--- src/rtl/br_flow_mux_select_reg.sv ---
// br_flow_mux_select_reg: registered dataflow mux with explicit select.
//
// One of NumRequesters ready-valid push interfaces, chosen by select_i, feeds a single
// pop interface through a 2-entry elastic buffer (main + skid). pop_valid_o and
// pop_data_o come straight from flops. push_ready_o depends only on flops, rst_n and
// select_i, so there is no path from pop_ready_i or push_valid_i to any output.
//
// Optional feature, enabled by defining BR_FLOW_MUX_SELECT_REG_SOURCE_ID_EN:
// adds pop_source_o, the select value captured when the popped entry was pushed.

module br_flow_mux_select_reg #(
    parameter int unsigned NumRequesters = 2,
    parameter int unsigned BitWidth      = 1,
    localparam int unsigned SelWidth     = $clog2(NumRequesters)
) (
    input  logic                                   clk,
    input  logic                                   rst_n,
    input  logic [SelWidth-1:0]                    select_i,
    output logic [NumRequesters-1:0]               push_ready_o,
    input  logic [NumRequesters-1:0]               push_valid_i,
    input  logic [NumRequesters-1:0][BitWidth-1:0] push_data_i,
    input  logic                                   pop_ready_i,
    output logic                                   pop_valid_o,
`ifdef BR_FLOW_MUX_SELECT_REG_SOURCE_ID_EN
    output logic [SelWidth-1:0]                    pop_source_o,
`endif
    output logic [BitWidth-1:0]                    pop_data_o
);

    // Encoding is {main_valid, skid_valid}, so valid bits read directly off the state flops.
    typedef enum logic [1:0] {
        StEmpty = 2'b00,
        StOne   = 2'b10,
        StFull  = 2'b11
    } state_e;

    state_e state_q, state_d;

    logic main_valid;
    logic skid_valid;
    logic buf_ready;
    logic sel_in_range;
    logic push;
    logic pop;

    logic [BitWidth-1:0] push_data_sel;
    logic [BitWidth-1:0] main_data_q, main_data_d;
    logic [BitWidth-1:0] skid_data_q, skid_data_d;

    logic load_main_push;
    logic load_main_skid;
    logic load_skid_push;

    assign main_valid   = state_q[1];
    assign skid_valid   = state_q[0];
    assign buf_ready    = !skid_valid;
    assign sel_in_range = 32'(select_i) < NumRequesters;

    // Decode select into per-requester ready and steer the selected payload.
    always_comb begin
        push_ready_o  = '0;
        push_data_sel = '0;
        for (int i = 0; i < int'(NumRequesters); i++) begin
            if (rst_n && buf_ready && sel_in_range && (select_i == SelWidth'(i))) begin
                push_ready_o[i] = 1'b1;
                push_data_sel   = push_data_i[i];
            end
        end
    end

    assign push = |(push_valid_i & push_ready_o);
    assign pop  = main_valid && pop_ready_i;

    // Occupancy state register; synchronous reset drops both entries.
    always_ff @(posedge clk) begin
        if (!rst_n) begin
            state_q <= StEmpty;
        end else begin
            state_q <= state_d;
        end
    end

    // Occupancy next-state from push/pop handshakes.
    always_comb begin
        state_d = state_q;
        unique case (state_q)
            StEmpty: begin
                if (push) begin
                    state_d = StOne;
                end
            end
            StOne: begin
                if (push && !pop) begin
                    state_d = StFull;
                end else if (pop && !push) begin
                    state_d = StEmpty;
                end
            end
            StFull: begin
                if (pop) begin
                    state_d = StOne;
                end
            end
            default: state_d = StEmpty;
        endcase
    end

    // Datapath load enables and registered outputs derived from the current state.
    always_comb begin
        load_main_push = 1'b0;
        load_main_skid = 1'b0;
        load_skid_push = 1'b0;
        unique case (state_q)
            StEmpty: load_main_push = push;
            // Push with pop refills main directly; push without pop parks in skid.
            StOne: begin
                load_main_push = push && pop;
                load_skid_push = push && !pop;
            end
            StFull:  load_main_skid = pop;
            default: ;
        endcase
        pop_valid_o = main_valid;
        pop_data_o  = main_data_q;
    end

    // Next-state of the payload entries.
    always_comb begin
        main_data_d = main_data_q;
        skid_data_d = skid_data_q;
        if (load_main_push) begin
            main_data_d = push_data_sel;
        end else if (load_main_skid) begin
            main_data_d = skid_data_q;
        end
        if (load_skid_push) begin
            skid_data_d = push_data_sel;
        end
    end

    // Payload flops carry no reset; their contents only matter while the valid bits say so.
    always_ff @(posedge clk) begin
        main_data_q <= main_data_d;
        skid_data_q <= skid_data_d;
    end

`ifdef BR_FLOW_MUX_SELECT_REG_SOURCE_ID_EN
    logic [SelWidth-1:0] main_src_q, main_src_d;
    logic [SelWidth-1:0] skid_src_q, skid_src_d;

    // Source id follows its payload through main and skid.
    always_comb begin
        main_src_d = main_src_q;
        skid_src_d = skid_src_q;
        if (load_main_push) begin
            main_src_d = select_i;
        end else if (load_main_skid) begin
            main_src_d = skid_src_q;
        end
        if (load_skid_push) begin
            skid_src_d = select_i;
        end
    end

    // Source id flops, unreset like the payload.
    always_ff @(posedge clk) begin
        main_src_q <= main_src_d;
        skid_src_q <= skid_src_d;
    end

    assign pop_source_o = main_src_q;
`endif

`ifndef SYNTHESIS
    a_params_legal: assert property (@(posedge clk)
        (NumRequesters >= 2) && (BitWidth >= 1))
        else $error("illegal parameters: NumRequesters=%0d BitWidth=%0d",
                    NumRequesters, BitWidth);

    a_select_in_range: assert property (@(posedge clk)
        rst_n |-> sel_in_range)
        else $error("select out of range: %0d", select_i);

    a_pop_stable: assert property (@(posedge clk) disable iff (!rst_n)
        (pop_valid_o && !pop_ready_i) |=> (pop_valid_o && $stable(pop_data_o)))
        else $error("pop interface changed under backpressure");

`ifdef BR_FLOW_MUX_SELECT_REG_SOURCE_ID_EN
    a_pop_source_stable: assert property (@(posedge clk) disable iff (!rst_n)
        (pop_valid_o && !pop_ready_i) |=> $stable(pop_source_o))
        else $error("pop_source changed under backpressure");
`endif

    a_push_ready_onehot0: assert property (@(posedge clk) $onehot0(push_ready_o))
        else $error("push_ready not onehot0: %b", push_ready_o);

    a_no_push_when_full: assert property (@(posedge clk)
        (state_q == StFull) |-> !push)
        else $error("push accepted while full");
`endif

endmodule

--- config.mk ---
export PLATFORM = sky130hd
export DESIGN_NAME = br_flow_mux_select_reg
export DESIGN_NICKNAME = d
export VERILOG_FILES = /design/src/rtl/br_flow_mux_select_reg.sv
export SDC_FILE = /design/constraint.sdc
export NUM_CORES = 1
export LEC_CHECK = 0
export BUFFER_PORTS_ARGS = -buffer_cell sky130_fd_sc_hd__buf_2
export CORE_AREA = 3 3 40 42
export DETAILED_ROUTE_END_ITERATION = 10
export DIE_AREA = 0 0 43 45
export SETUP_SLACK_MARGIN = 0.3
export SLEW_MARGIN = 10
export SYNTH_ARGS = -nofsm -noshare
export SYNTH_HDL_FRONTEND = slang
export SYNTH_SLANG_ARGS = --single-unit
--- constraint.sdc ---
create_clock -name clk -period 2.1 [get_ports clk]
set_input_delay 0.315 -clock clk [delete_from_list [all_inputs] [get_ports clk]]
set_output_delay 0.315 -clock clk [all_outputs]
set_load 0.02 [all_outputs]
== Yosys cells after proc, flatten, opt, wreduce, memory -nomap -nowiden ==
Index checks and enable logic that the tools add are counted.
Widths: inputs -> output; s select.

* Bits of input ports: 8
* Bits in registers: 4

* Bitwise operators: 2
* Reductions and logical operators: 14
* Multiplexer cells: 14
* Equality and inequality tests: 5

{| class="wikitable"
|+ Operator list
! cell !! count
|-
| $mux 1 || 8
|-
| $mux 2 || 4
|-
| $logic_and 1x1->1 || 7
|-
| $pmux 2 s3 || 1
|-
| $eq 2x2->1 const B || 2
|-
| $ne 2x2->1 const B || 2
|-
| $logic_not 1->1 || 3
|-
| $ne 3x3->1 const B || 1
|-
| $reduce_and 3->1 || 1
|-
| $and 2x2->2 || 1
|-
| $logic_not 2->1 || 1
|-
| $pmux 1 s2 || 1
|-
| $reduce_bool 2->1 || 1
|-
| $reduce_or 2->1 || 1
|-
| $not 1->1 || 1
|}

== Logic depth before layout (Yosys ltp) ==
Gate-level depths: netlist (run 1).

* Depth in word-level cells: 11
* Depth in mapped cells: 6
* Depth with buffers taken out: 6

== Worst setup path before layout (run 1) ==
No wires, ideal clock.

* Kind: register to register
* Start: register state_q[1]
* End: register main_data_q (netlist: pop_data_o) (data pin)
* Data required time: 1.840 ns
* Library setup time: 0.260 ns
* Cell stages (with the launch flop): 5
* Clock period less this slack: 1.575 ns
* Buffers on the path: 0
* Data arrival time: 1.315 ns
* Setup slack: 0.525 ns
* Cell sequence: dfxtp_1 -> inv_1 -> ha_1 -> o21ai_2 -> mux2_4

* Cells in the longest elaborated chain, start to end: 4

{| class="wikitable"
|+ Ends and longest elaborated chain
! what !! line !! text
|-
| from (decl) || 37 || <nowiki>state_e state_q, state_d;</nowiki>
|-
| from (signal assigned) || 77 || <nowiki>state_q <= StEmpty;</nowiki>
|-
| from (signal assigned) || 79 || <nowiki>state_q <= state_d;</nowiki>
|-
| $logic_and 1x1->1 || 72 || <nowiki>assign pop = main_valid && pop_ready_i;</nowiki>
|-
| $logic_and 1x1->1 || 117 || <nowiki>load_main_push = push && pop;</nowiki>
|-
| $pmux 1 s2 * || 113 || <nowiki>unique case (state_q)</nowiki>
|-
| $mux 1 * || 131 || <nowiki>if (load_main_push) begin</nowiki>
|-
| via main_data_d || 47 || <nowiki>logic [BitWidth-1:0] main_data_q, main_data_d;</nowiki>
|-
| to (signal assigned) || 143 || <nowiki>main_data_q <= main_data_d;</nowiki>
|-
| to (decl) || 47 ||
|}

Mark *: on every way through the listed nets, which the timed path passes. The rest lies on a longest branch.
A chain may end at the register's enable or synchronous reset.

== Final worst setup path (run 1) ==
* Start: register state_q[0]
* End: register main_data_q (netlist: pop_data_o) (data pin)

* Cells in the longest elaborated chain, start to end: 9

{| class="wikitable"
|+ Ends and longest elaborated chain
! what !! line !! text
|-
| $logic_not 1->1 || 56 || <nowiki>assign buf_ready = !skid_valid;</nowiki>
|-
| $logic_and 1x1->1 (2 in a row) || 64 || <nowiki>if (rst_n && buf_ready && sel_in_range && (select_i == SelWidth'(i))) begin</nowiki>
|-
| $mux 1 || 64 ||
|-
| $and 2x2->2 || 71 || <nowiki>assign push = |(push_valid_i & push_ready_o);</nowiki>
|-
| $reduce_or 2->1 || 71 ||
|-
| $logic_and 1x1->1 || 117 ||
|-
| $pmux 1 s2 || 113 ||
|-
| $mux 1 * || 131 ||
|-
| via main_data_d || 47 ||
|}

Marks and branches as above.

==> reports/metrics.yaml, run 1 <==
period_needed_ps: 1660
cts_sinks: 4
htreeDepth: 1
setup_viol: 0
register_area_um2: 100
ys_seq_elements: 4
ios: 12
post_cts_buffers: 0
hpwl_um: 628
reg2reg_from: "state_q[0]"
drive_gt1_share_pct: 40.4
hold_viol: 0
first_pass_iters: 4
yosysWarnings: 0
drt_wl_total_um: 791
path_class: "reg -> reg"
vias_per_cell: 4.88
antenna_cells: 0
grt-ovfl-total: 0
yosys.area_share.simple_pct: 20.6
crit_chain: "inv_1 > ha_1 > and3_1 > o21ai_2 > mux2_4"
grt_max_degree: 9
outcome: "finished clean"
holdPathStages: 2
row_count: 13
total_power_w: 0.000401
reg2reg_slack_ps: 440
hold_path_startpoint: "rst_n"
nFillCells: 142
tightest_slew_ps: 320
fin_hold_ws_ps: 386
power.density_nw_per_um2: 883
min_path_type: "in -> reg"
antenna_found_initial: 0
cts_buffer_depth: 2
finalCritPeriodShare_pct: 78.8
cap_violations: 0
fin_nets: 66
fin_setup_tns_ps: 0
crit_path_end_kind: "flip-flop"
dieArea_um2: 1940
path_clk_slew_ps: 40
p_leak_nw: 0.212
seq_area_frac_synth_pct: 28.0
rr_endpoint: "pop_data_o"
syn_nets: 50
grt_pass1_vias: 312
fp.dieH_um: 45
die_w_um: 43
grt_pass1_wl_um: 1390
synthMuxAreaShare_pct: 10.8
rsz0062_at_grt: "no"
area_growth_pct: 26.9
vias: 327
ant_nets: 0
worstPathRequired_ps: 2090
cts_tree: "done"
core_um2: 1280
gp_congestion: 0.805
clockRootBuffer: "clkbuf_4"
insertion_delay_ps: 240
synth_compound_area_share_pct: 22.4
holdPathEnd: "state_q[0]"
cts_hold_buf: 0
worstPathArrival_ps: 1650
vdd_ir_drop_max_v: 0.000182
netlist_area_um2: 358
synth_fa_ha_area_share_pct: 14.0
path_max_fanout: 6
slowest_delay_ps: 410
synth_cell_types: 25
max_clock_freq_mhz: 604
crit_slowest_cell: "dfxtp_1"
slew_headroom_pct: 78.5
cts_made_buffers: 3
drc: 0
startpoint_type: "flip-flop"
drt_iter0_drc: 11
port-buffer-count: 11
slew_viol_final: 0
cts.repair.resized: 0
r2r_cells: 5
syn_avg_cell_area_um2: 9.42
postSynthCellCount: 38
multi_input_area_um2: 243
grt_use_total_pct: 10.1
floorplan.initialDensity_pct: 27.8
yosys.area_share.xor_xnor_pct: 0
synth_top_family_by_area: "compound AO/OA/AOI/OAI gates"
fin_skew_ps: 9.05
detail_route.wl_per_cell_um: 11.8
-- stage by stage --
stage	std cells	instance area (um2)	setup slack, ps	util, %
final	67	454	444	35.3
after global routing	67	454	357	35.3
after CTS	67	454	449	35.3
after detailed placement	64	432	449	33.6
after global placement	64	432	500	33.6
after floorplan	38	358	525	-
-- area by class of cell --
| type | instances | share of cell area (%) |
|---|---|---|
| Tap cell | 15 | 4.13 |
| Timing Repair Buffer | 11 | 12.1 |
| Multi-Input combinational cell | 30 | 53.4 |
| Inverter | 4 | 3.31 |
| Clock buffer | 3 | 4.96 |
| Sequential cell | 4 | 22.0 |
-- cells by family (layout without fill, tap and decap cells) --
logic type / count (synthesis) / count (layout)
multiplexers: 3 / 3
AO/OA/AOI/OAI: 10 / 10
buffers and inverters: 4 / 18
flip-flops: 4 / 4
adder cells (fa/ha/maj): 4 / 4
AND/OR/NAND/NOR: 13 / 13
-- cell usage in the layout (no fill, tap or decap), types with 2 or more instances in the layout --
| master | count |
|---|---|
| ha_1 | 4 |
| dfxtp_1 | 2 |
| nor3_1 | 2 |
| nand2_1 | 4 |
| and3_1 | 2 |
| buf_2 | 11 |
| inv_1 | 4 |
| clkbuf_4 | 3 |
| edfxtp_1 | 2 |
-- report_power, final --
| part | total, W | internal, W | switching, W | leakage, nW |
|---|---|---|---|---|
| logic | 0.000181 | 0.0000810 | 0.000100 | 0.163 |
| registers | 0.000120 | 0.0000995 | 0.0000204 | 0.0350 |
| clock network | 0.000100 | 0.0000642 | 0.0000359 | 0.0138 |
-- critical path: cells and delay by family, from the launching register on --
family / cells / cell delay, ps
flops: 1 / 410
buf+inv: 1 / 110
compound gates: 1 / 130
simple gates: 1 / 210
fa+ha+maj: 1 / 240
mux: 1 / 300
-- cell usage after synthesis --
master / n / share of area [%]
ha_1: 4 / 14
inv_1: 4 / 4.2
nand2_1: 4 / 4.2
and3_1: 2 / 3.5
dfxtp_1: 2 / 11
edfxtp_1: 2 / 17
nor3_1: 2 / 2.8
a211oi_2: 1 / 3.5
a21bo_2: 1 / 2.8
a21boi_0: 1 / 2.1
a21oi_1: 1 / 1.4
a22o_1: 1 / 2.4
a2bb2oi_1: 1 / 2.4
and2_1: 1 / 1.7
mux2_4: 1 / 4.2
mux2i_1: 1 / 2.8
mux2i_2: 1 / 3.8
nand2b_4: 1 / 3.8
nor2_1: 1 / 1.0
nor2_2: 1 / 1.7
nor2b_1: 1 / 1.7
o21ai_0: 1 / 1.4
o21ai_1: 1 / 1.4
o21ai_2: 1 / 2.4
o221ai_1: 1 / 2.4
-- metal layers --
layer	share of wire (%)	vias up	global-route usage (%)
li1	-	165	-
met1	43	150	10.9
met2	49	8	16.2
met3	4.2	4	2.79
met4	3.3	0	9.04
met5	0	-	0
-- sequential cells by signal, summed over array words and instances (netlist names) --
register and cells:
state_q 2, pop_data_o 1, skid_data_q 1
-- worst max-delay path by stage --
stage / slack, ps / to / startpoint
2_1_floorplan: 520 / pop_data_o / state_q[1]
5_1_grt: 360 / pop_data_o / state_q[0]
6_report: 440 / pop_data_o / state_q[0]
4_1_cts: 450 / pop_data_o / state_q[0]
3_3_place_gp: 500 / pop_data_o / state_q[0]
3_5_place_dp: 450 / pop_data_o / state_q[0]
No activity file was read; power rests on OpenSTA's default activity.
==> inputs of run 2 (changes only) <==
- clock period: 2.1 -> 1.6 ns (I/O delays scaled with it)
==> reports/metrics.yaml, run 2 (same netlist as run 1, synthesis figures left out) <==
drc: 0
largest-register: "state_q"
detail_route.wl_per_cell_um: 14.3
drive_gt1_share_pct: 63.9
finalCritPeriodShare_pct: 87.9
max_clock_freq_mhz: 711
slew_viol_final: 0
hold_viol: 0
fin_setup_tns_ps: 0
p_comb_share_pct: 55.4
grt-ovfl-total: 0
min_path_type: "in -> reg"
cts_buffer_depth: 2
layout_common_cells: "10 x buf_2, 8 x buf_4, 4 x nand2_1, 3 x inv_1, 3 x clkbuf_4"
switching_share_pct: 38.0
crit_path_end_kind: "flip-flop"
grt_max_degree: 9
htreeDepth: 1
worstPathArrival_ps: 1570
port-buffer-count: 11
top_layer_used: "met4"
ios: 12
fp.dieH_um: 45
tightest_slew_ps: 212
wl_met3_um: 39
vias: 370
register_area_um2: 108
core_um2: 1280
grt_pass1_wl_um: 1500
pwr-share-clk_pct: 21.1
fin_skew_ps: 12.1
fin_nets: 74
drt_iter0_drc: 1
floorplan.initialDensity_pct: 27.8
dieArea_um2: 1940
outcome: "finished clean"
place_inst: 65
stdcell_count: 76
internal-power_w: 0.000431
ant_nets: 0
drt_wl_total_um: 1090
vdd_ir_drop_max_v: 0.000606
path_class: "reg -> reg"
crit_slowest_cell: "dfxtp_4"
hpwl_um: 650
startpoint_type: "flip-flop"
rsz0062_at_grt: "yes"
die_w_um: 43
p_leak_nw: 0.265
cts_sinks: 4
first_pass_iters: 2
area_growth_pct: 67.8
crit_chain: "inv_4 > ha_4 > buf_6 > a21bo_4 > a2bb2oi_2 > a211oi_2 > mux2i_1"
sequentialPowerShare_pct: 23.5
largest_reg_flops: 2
cts_made_buffers: 3
nFillCells: 124
multi_input_area_um2: 309
row_count: 13
switching_power_w: 0.000264
antenna_found_initial: 0
insertion_delay_ps: 250
cts_tree: "done"
vias_per_cell: 4.87
setup_viol: 0
gp_congestion: 0.766
worstPathRequired_ps: 1760
clockRootBuffer: "clkbuf_4"
path_max_fanout: 4
path_clk_slew_ps: 40
grt_pass1_vias: 348
antenna_cells: 0
slowest_delay_ps: 370
period_needed_ps: 1410
cts_hold_buf: 0
slew_headroom_pct: 85.7
power.density_nw_per_um2: 1160
cap_violations: 0
route.met2.wl_um: 620
wl_met1_um: 372
final_common_cell: "buf_2"
grt_use_total_pct: 11.7
## run 2: changes by cell type in the layout (fill, tap and decap cells not counted), moves of 2 or more
cell,delta
dfxtp_4,+2
nor3_1,-2
dfxtp_1,-2
buf_4,+8
ha_1,-2
ha_4,+2
## run 2: metrics by stage
| step | area (um2) | total power, W | setup WS [ps] | hold WS, ps | utilization, % |
|---|---|---|---|---|---|
| final | 601 | 0.000695 | 194 | 301 | 46.7 |
| after CTS | 534 | 0.000598 | 164 | 293 | 41.6 |
| after global routing | 601 | 0.000742 | 154 | 293 | 46.7 |
| after global placement | 457 | 0.000413 | 162 | 504 | 35.5 |
| after floorplan | 375 | 0.000345 | 189 | 377 | - |
| after detailed placement | 457 | 0.000411 | 114 | 507 | 35.5 |
## run 2: area by class of cell
type                            count  area share, %
Timing Repair Buffer               19           20.2
Multi-Input combinational cell     30           51.5
Sequential cell                     4           17.9
Tap cell                           15           3.13
Clock buffer                        4           4.38
Inverter                            4           2.92
## run 2: path summary, 6_finish.rpt
path | from | to | slack, ps | cells after the start
max reg2reg | state_q[0] | state_q[1] | 190 | 7
min reg2reg | state_q[1] | state_q[1] | 510 | 2
min | rst_n | state_q[1] | 300 | 3
max | state_q[0] | state_q[1] | 190 | 7
## run 2: critical path: cells and delay by family (launching register included)
kind            cells  cell delay [ps]
fa+ha+maj           1              150
compound gates      3              470
mux                 1              190
buf+inv             2              150
flops               1              370
## run 2: power groups by stage
stage	registers [W]	logic, W	clock network [W]
5_1_grt	0.000166	0.000414	0.000162
4_1_cts	0.000167	0.000285	0.000146
3_3_place_gp	0.000166	0.000247	0
6_report	0.000164	0.000385	0.000146
3_5_place_dp	0.000165	0.000246	0
2_1_floorplan	0.000177	0.000168	0
## run 2: repair_timing
| action | 4_1_cts | 5_1_grt |
|---|---|---|
| setup buffers | 4 | 3 |
| pin swaps | 2 | 7 |
| gates resized for setup | 4 | 10 |
| setup endpoints to repair | 4 | 6 |
| hold endpoints to repair | 0 | 0 |
## run 2: metal layers
| layer | global-route usage [%] | up-vias |
|---|---|---|
| met5 | 0 | - |
| met4 | 14.5 | 0 |
| met3 | 2.39 | 4 |
| met2 | 19.5 | 8 |
| met1 | 10.9 | 171 |
| li1 | - | 187 |
==> inputs of run 3 (changes only) <==
- ABC_AREA: default -> 1
==> reports/metrics.yaml, run 3 <==
outcome: "finished clean"
vias: 360
grt_pass1_wl_um: 1360
fp.dieH_um: 45
tightest_slew_ps: 148
path_clk_slew_ps: 50
seq_area_frac_synth_pct: 29.0
floorplan.initialDensity_pct: 26.9
first_pass_iters: 2
min_path_type: "in -> reg"
die_w_um: 43
synth_top_area_share_pct: 17.4
drt_wl_total_um: 861
htreeDepth: 1
slew_headroom_pct: 90.1
drc: 0
power.density_nw_per_um2: 948
port-buffer-count: 11
drt_iter0_drc: 6
syn_nets: 58
cts_sinks: 4
cts_hold_buf: 0
vias_per_cell: 4.39
cap_violations: 0
cpLargestDelayFamily: "flip-flops"
grt_max_degree: 7
cp.buffers_inverters: 2
period_needed_ps: 1330
async_flop_share_pct: 0
path_class: "reg -> reg"
multi_input_area_um2: 258
largest-register: "state_q"
syn_avg_cell_area_um2: 7.51
path_max_fanout: 6
gp_congestion: 0.851
p_leak_nw: 0.288
hold_viol: 0
finalCritPeriodShare_pct: 82.9
startpoint_type: "flip-flop"
rsz0062_at_grt: "yes"
setup_viol: 0
fin_nets: 80
slew_viol_final: 0
antenna_found_initial: 0
layout_common_cells: "11 x buf_2, 8 x nand2_1, 6 x inv_1, 6 x buf_4, 4 x nand3_1"
ios: 12
largest_reg_flops: 2
ys_seq_elements: 4
dieArea_um2: 1940
synth_edf_count: 2
grt_pass1_vias: 354
synthTopCellsByCount: "9 x nand2_1, 8 x inv_1, 5 x nand3_1, 4 x ha_1"
yosysMostFrequentCell: "nand2_1"
slowest_delay_ps: 360
crit_chain: "inv_6 > ha_4 > inv_2 > nor2_2 > o21ai_4 > mux2_4"
synth_cell_types: 16
grt-ovfl-total: 0
place_inst: 72
antenna_cells: 0
vdd_ir_drop_max_v: 0.000499
yosysWarnings: 0
yosysTopAreaCell: "edfxtp_1"
max_clock_freq_mhz: 754
stdcell_count: 82
fin_setup_tns_ps: 0
nFillCells: 136
crit_path_end_kind: "flip-flop"
register_area_um2: 108
final_common_cell: "buf_2"
fin_skew_ps: 10.2
cts_made_buffers: 3
postSynthCellCount: 46
ant_nets: 0
worstPathArrival_ps: 1320
final_util_pct: 43.0
netlist_area_um2: 345
crit_slowest_cell: "dfxtp_4"
drive_gt1_share_pct: 58.2
area_growth_pct: 60.1
synth_area_leaders: "edfxtp_1 17%, ha_1 14%, dfxtp_1 12%"
worstPathRequired_ps: 1600
detail_route.wl_per_cell_um: 10.5
total_power_w: 0.000524
hpwl_um: 612
grt_use_total_pct: 10.4
core_um2: 1280
insertion_delay_ps: 250
clockRootBuffer: "clkbuf_4"
cts_buffer_depth: 2
row_count: 13
synth_ff_type: "edfxtp_1"
cts_tree: "done"
[run 3: cell count changes in the layout (fill, tap and decap cells not counted), sizes merged, moves of 2 or more]
cell	before	now
o21ai	3	1
nand4	0	2
nor3	2	0
inv	4	10
buf	19	17
nand3	0	6
mux2i	2	0
and3	2	0
nand2	4	12
[run 3: worst paths after layout]
kind / start / endpoint / slack (ps) / depth (start not counted)
setup / recovery: state_q[0] / pop_data_o / 270 / 6
hold / removal: rst_n / state_q[0] / 260 / 3
setup reg to reg: state_q[0] / pop_data_o / 270 / 6
hold reg to reg: skid_data_q / pop_data_o / 580 / 1
[run 3: area by class of cell]
class / count / share of cell area, %
inverter: 10 / 7.69
timing repair buffer: 17 / 18.1
clock buffer: 4 / 4.75
sequential: 4 / 19.5
tap: 15 / 3.39
multi-input combinational: 32 / 46.6
[run 3: cell families (layout without fill, tap and decap cells)]
family,count (synthesis),in the layout,share of synthesized area (%)
AOI/OAI and AO/OA,4,4,9.06
DFF,4,4,29.0
buffers and inverters,10,31,10.9
muxes,1,1,4.35
and+or+nand+nor,23,23,32.2
adders and majority gates,4,4,14.5
[run 3: worst reg2reg max path: stages (launching register included)]
cell and delay (ps):
dfxtp_4 360, inv_6 50, ha_4 150, inv_2 40, nor2_2 40, o21ai_4 140
mux2_4 310
[run 3: power by group]
part           total [W]  internal [W]  leakage, nW  switching [W]
registers       0.000142      0.000124       0.0363      0.0000181
logic           0.000236      0.000108        0.237       0.000128
clock network   0.000146     0.0000942       0.0150      0.0000517
total           0.000524      0.000326        0.288       0.000198
[run 3: layer usage]
| metal | track usage (%) | wire length [um] | vias to the layer above |
|---|---|---|---|
| met1 | 8.50 | 318 | 158 |
| met3 | 7.17 | 43 | 4 |
| met2 | 18.0 | 476 | 6 |
| li1 | - | - | 192 |
| met5 | 0 | 0 | - |
| met4 | 7.23 | 22 | 0 |
[run 3: stage by stage]
step	worst slack (ps)	hold WS, ps	cell area (um2)
4_1_cts	278	259	513
3_3_place_gp	216	497	444
3_5_place_dp	198	496	444
6_report	274	263	553
2_1_floorplan	251	351	370
5_1_grt	239	279	553
[run 3: what timing repair did]
action | CTS | global route
endpoints found under the setup margin | 1 | 3
pin swaps | 3 | 6
buffers inserted | 4 | 2
resized for setup | 2 | 6
